File: config.mk
export PLATFORM = sky130hd
export DESIGN_NAME = alu_share_arb
export DESIGN_NICKNAME = d
export VERILOG_FILES = /design/src/rtl/alu_pkg.sv /design/src/rtl/rr_arb2.sv /design/src/rtl/alu_share_arb.sv
export SDC_FILE = /design/constraint.sdc
export NUM_CORES = 1
export LEC_CHECK = 0
export ABC_CLOCK_PERIOD_IN_PS = 2300
export CAP_MARGIN = 15
export CELL_PAD_IN_SITES_DETAIL_PLACEMENT = 1
export CELL_PAD_IN_SITES_GLOBAL_PLACEMENT = 1
export CORE_MARGIN = 2
export CORE_UTILIZATION = 30
export CTS_BUF_LIST = sky130_fd_sc_hd__clkbuf_2 sky130_fd_sc_hd__clkbuf_4 sky130_fd_sc_hd__clkbuf_8
export DETAILED_ROUTE_END_ITERATION = 10
export PLACE_DENSITY_LB_ADDON = 0.1
export SLEW_MARGIN = 0
export SYNTH_ARGS = -nofsm -noshare
export SYNTH_HDL_FRONTEND = slang
export SYNTH_HIERARCHICAL = 1
export SYNTH_SLANG_ARGS = --single-unit
export TNS_END_PERCENT = 10
File: constraint.sdc
create_clock -name clk -period 2.3 [get_ports clk]
set_input_delay 0.46 -clock clk [delete_from_list [all_inputs] [get_ports clk]]
set_output_delay 0.46 -clock clk [all_outputs]
set_load 0.02 [all_outputs]
File: src/rtl/alu_pkg.sv
// Shared constants for the ALU sharing block: op codes, flag bit positions,
// controller state encoding and the op-support check.
package alu_pkg;

  localparam logic [2:0] OP_ADD = 3'b000;
  localparam logic [2:0] OP_SUB = 3'b001;
  localparam logic [2:0] OP_AND = 3'b010;
  localparam logic [2:0] OP_OR  = 3'b011;
  localparam logic [2:0] OP_SLT = 3'b101;

  localparam int FLAG_N = 3;
  localparam int FLAG_Z = 2;
  localparam int FLAG_V = 1;
  localparam int FLAG_C = 0;

  localparam logic [1:0] ST_IDLE = 2'd0;
  localparam logic [1:0] ST_EXEC = 2'd1;
  localparam logic [1:0] ST_RESP = 2'd2;

  // Codes 100, 110 and 111 have no ALU meaning; they still execute but are flagged.
  function automatic logic op_unsupported(input logic [2:0] op);
    logic bad;
    case (op)
      OP_ADD, OP_SUB, OP_AND, OP_OR, OP_SLT: bad = 1'b0;
      default:                               bad = 1'b1;
    endcase
    return bad;
  endfunction

endpackage

File: src/rtl/rr_arb2.sv
// Two-way arbiter: round-robin on the last served port, or fixed priority to
// port 0. The pointer only moves when a response is accepted.
module rr_arb2 #(
  parameter int RR_EN = 1
) (
  input  logic       clk,
  input  logic       rst,
  input  logic [1:0] req,
  input  logic       upd,
  input  logic       upd_id,
  output logic [1:0] grant
);

  logic last_r;

  // Last served port; resetting to 1 gives port 0 the first contested grant.
  always_ff @(posedge clk or negedge rst) begin
    if (!rst) begin
      last_r <= 1'b1;
    end else if (upd) begin
      last_r <= upd_id;
    end
  end

  // Grant vector, one-hot or zero.
  always_comb begin
    grant = 2'b00;
    case (req)
      2'b01: grant = 2'b01;
      2'b10: grant = 2'b10;
      2'b11: begin
        if (RR_EN != 0) begin
          grant = last_r ? 2'b01 : 2'b10;
        end else begin
          grant = 2'b01;
        end
      end
      default: grant = 2'b00;
    endcase
  end

endmodule

File: src/rtl/alu_share_arb.sv
// Shares one external combinational ALU between the execute datapath (port 0)
// and the branch/address-compare unit (port 1); one transaction in flight.
module alu_share_arb
  import alu_pkg::*;
#(
  parameter int WIDTH = 32,
  parameter int RR_EN = 1
) (
  input  logic             clk,
  input  logic             rst,
  input  logic [1:0]       req_valid,
  output logic [1:0]       req_ready,
  input  logic [WIDTH-1:0] req_a0,
  input  logic [WIDTH-1:0] req_b0,
  input  logic [WIDTH-1:0] req_a1,
  input  logic [WIDTH-1:0] req_b1,
  input  logic [2:0]       req_op0,
  input  logic [2:0]       req_op1,
  output logic [1:0]       rsp_valid,
  input  logic [1:0]       rsp_ready,
  output logic [WIDTH-1:0] rsp_res,
  output logic [3:0]       rsp_flags,
  output logic             rsp_err,
  output logic [WIDTH-1:0] alu_a,
  output logic [WIDTH-1:0] alu_b,
  output logic [2:0]       alu_ctrl,
  input  logic [WIDTH-1:0] alu_res,
  input  logic             alu_n,
  input  logic             alu_z,
  input  logic             alu_v,
  input  logic             alu_c,
  output logic             busy
);

  logic [1:0] state_r;
  logic       id_r;
  logic [1:0] grant;
  logic       req_hs;
  logic       rsp_hs;

  rr_arb2 #(.RR_EN(RR_EN)) u_arb (
    .clk    (clk),
    .rst    (rst),
    .req    (req_valid),
    .upd    (rsp_hs),
    .upd_id (id_r),
    .grant  (grant)
  );

  // Grants are only offered from IDLE and never while reset is applied.
  assign req_ready = ((state_r == ST_IDLE) && rst) ? grant : 2'b00;
  assign req_hs    = |(req_valid & req_ready);
  assign rsp_hs    = (state_r == ST_RESP) && rsp_ready[id_r];
  assign busy      = (state_r != ST_IDLE);

  // Controller: latch operands, capture ALU result, hold response until accepted.
  always_ff @(posedge clk or negedge rst) begin
    if (!rst) begin
      state_r   <= ST_IDLE;
      id_r      <= 1'b0;
      alu_a     <= {WIDTH{1'b0}};
      alu_b     <= {WIDTH{1'b0}};
      alu_ctrl  <= 3'b000;
      rsp_valid <= 2'b00;
      rsp_res   <= {WIDTH{1'b0}};
      rsp_flags <= 4'b0000;
      rsp_err   <= 1'b0;
    end else begin
      case (state_r)
        ST_IDLE: begin
          if (req_hs) begin
            id_r     <= grant[1];
            alu_a    <= grant[1] ? req_a1  : req_a0;
            alu_b    <= grant[1] ? req_b1  : req_b0;
            alu_ctrl <= grant[1] ? req_op1 : req_op0;
            state_r  <= ST_EXEC;
          end
        end
        ST_EXEC: begin
          rsp_res           <= alu_res;
          rsp_flags[FLAG_N] <= alu_n;
          rsp_flags[FLAG_Z] <= alu_z;
          rsp_flags[FLAG_V] <= alu_v;
          rsp_flags[FLAG_C] <= alu_c;
          rsp_err           <= op_unsupported(alu_ctrl);
          rsp_valid         <= id_r ? 2'b10 : 2'b01;
          state_r           <= ST_RESP;
        end
        ST_RESP: begin
          if (rsp_hs) begin
            rsp_valid <= 2'b00;
            state_r   <= ST_IDLE;
          end
        end
        default: begin
          rsp_valid <= 2'b00;
          state_r   <= ST_IDLE;
        end
      endcase
    end
  end

endmodule

==> metrics.md <==
| Metric | Value |
|---|---|
| Crit-path cells | clkdlybuf4s50_1 > a21boi_2 > and3_1 > dlygate4sd2_1 |
| TritonRoute pass-1 iters | 3 |
| DP Worst Slack | -0.207 ns |
| Crit path buf inv count | 2 |
| Largest net degree at the start of global routing | 111 |
| Slew Limit Fails | 0 |
| Worst Setup End Kind | output pin |
| Die height | 133 um |
| Setup Fix Bufs, Post-CTS | 0 |
| # hold bufs at CTS | 0 |
| Netlist Area Pre-Place | 4990 um2 |
| Layout net count | a little under 800 |
| GPL Wtd Cong | between 0.7 and 0.8 |
| CTS Buf Count | 9 |
| Slew Limit Headroom | 60.2% |
| Initial antenna violation count | 0 |
| Standard-cell rows | 47 |
| Flops & latches, synth | 110 |
| Port-buffer cells | 284 |
| Asr flop ratio synth | 100% |
| Crit path required time | 1.84 ns |
| Aggregate global-route resource usage | between 10% and 20% |
| Clk_lat worst skew | between 0.3 and 0.4 ns |
| ANT cells | 0 |
| Peak VDD IR | about 0.00063 V |
| Die span in x | 133 um |
| Hold slack | 0.207 ns |
| RSZ-0062 raised after global routing | false |
| Least-Margin Pin Slew | 0.598 ns |
| CP Class | in -> out |
| DR WL/cell | roughly 18 um |
| Final setup violating endpoints | 0 |
| Starting DRT DRC Count | about 100 |
| Top Family by Delay on Critical Path | buffers and inverters |
| Status | completed |
| Worst-case reg-to-reg path depth | 6 |
| Worst Hold Class | in -> async |
| Clock sink total | 110 |
| CP startpoint kind | input pin |
| Root Buffer | clkbuf_8 |
| Final min period | about 2.2 ns |
| DRC Markers | 0 |
| Syn_nets | 502 |
| Total of warnings raised by yosys | 6 |
| Layout Utilization | 50.8% |
| Post-Syn Area per Cell | 15.3 um2 |
| Synth top area cells | dfrtp_1 55%, mux2_2 36%, mux2_4 2.4% |
| Synthesized instance count | 326 |
| Crit-path max FO | 3 |
| Ys flop type | dfrtp_1 |
| Worst path depth | 4 |
| HPWL after DPL | 11,400 um |
| Synth cell types | 25 |
| Global-route wire length before repair | ~24,000 um |
| Lkg Pwr | ~3.3 nW |
| CTS resizes | 2 |
| CTS H-tree lvls | 3 |
| Core area | 16,400 um2 |
| PD cells | 1190 nW/um2 |
| Num ports | 285 |
| Max Clk Rate | about 460 MHz |
| Slowest CP cell | clkdlybuf4s50_1 |
| Leading area contributor after synthesis | dfrtp_1 |
| Vias in the first global route | 4,332 |
| Via count | 3,821 |
| TritonCTS clock tree | yes |
| Clock slew at reported path FFs | about 0.1 ns |
| Gr ovfl total | 0 |
| Final period util | between 90% and 100% |
| Clk_skew | 0.0159 ns |
| EDFF count, synth | 0 |
| Worst stage delay on the critical path | 0.56 ns |
| Final worst setup slack | between 0.1 and 0.15 ns |
| Area Overhead vs Synth | 67.0% |
| Starting density of the core | 30.4% |
| Top-area cell type share of the netlist area | 54.7% |
| Sequential share of the synthesized area | 55.2% |
| WL final | 15,100 um |
| Layout cells sized above 1 | 33.0% |
| Critical Path AT | 1.73 ns |
| Max_cap viols | 0 |
| Clk buf depth | 2 |
| Final Hold Fails | 0 |
| Power consumption | between 9 and 10 mW |
| Detail Route Antenna Nets | 0 |
| Drt via density | ~4.6 |
| Die area | 17,700 um2 |
## area by class of cell
cell class / instances / area [um2]
inverters: 4 / 15.0
repair buffers: 293 / 2970
clock inverters: 7 / 73.8
fillers: 1674 / 8070
multi-input cells: 192 / 2130
clock buffers: 9 / 124
well taps: 220 / 275
flip-flops and latches: 110 / 2750
## through the flow
stage	std cells	instance area, um2	TNS (ns)
after global placement	819	8140	-6.76
after CTS	835	8340	0
after floorplan	326	4990	0
final	835	8340	0
after detailed placement	819	8140	-10.62
after global routing	835	8340	0
## kinds of logic after synthesis
kind of cell,Yosys count,synth area share (%)
muxes,174,39.7
DFF,110,55.2
buffers and inverters,24,2.51
AOI/OAI and AO/OA,9,1.48
and+or+nand+nor,9,1.10
## sequential cells by signal, indices dropped and copies added, names as in the netlist, 2 cells and up
| register | cells |
|---|---|
| alu_ctrl | 3 |
| state_r | 2 |
| rsp_flags | 4 |
| alu_a | 32 |
| rsp_res | 32 |
| alu_b | 32 |
| rsp_valid | 2 |
## path summary, 6_finish.rpt
check                              from      endpoint  slack [ns]
hold reg to reg                 rsp_err       rsp_err        0.51
hold / removal                      rst  rsp_flags[1]        0.21
setup reg to reg           u_arb/last_r     alu_b[25]        0.35
min in group clk                rsp_err       rsp_err        0.51
max in group asynchronous           rst     alu_a[18]        1.64
setup / recovery           req_valid[0]  req_ready[0]        0.11
## layer usage
metal	share of wire (%)	track usage, %
met5	0	0
met1	39	19.1
met2	49	30.0
met4	3.1	7.59
met3	8.9	6.05
## layout by cell type (no fill, tap or decap), types with 2 or more instances in the layout
cell             instances
and3_1                   2
buf_12                   5
buf_4                    5
clkbuf_8                 9
clkdlybuf4s50_1        281
clkinvlp_4               4
dfrtp_1                109
dlygate4sd2_1            2
inv_1                    3
mux2_2                 161
mux2_4                   8
mux2i_1                  5
nand2_1                  2
o21ai_0                  2
o2bb2ai_1                2
## cell usage after synthesis (2+ instances only)
master and number:
and3_1 2, o21ai_0 2, mux2_4 8, dfrtp_1 109, buf_2 9, o2bb2ai_1 2
buf_6 3, nand2_1 2, clkbuf_1 7, inv_1 3, mux2i_1 5, mux2_2 161
## power by group
group	switching, mW	internal [mW]
sequential	0.519	2.91
combinational	2.36	2.92
clock	0.688	0.506
total	3.57	6.33
No activity file was read; power rests on OpenSTA's default activity.
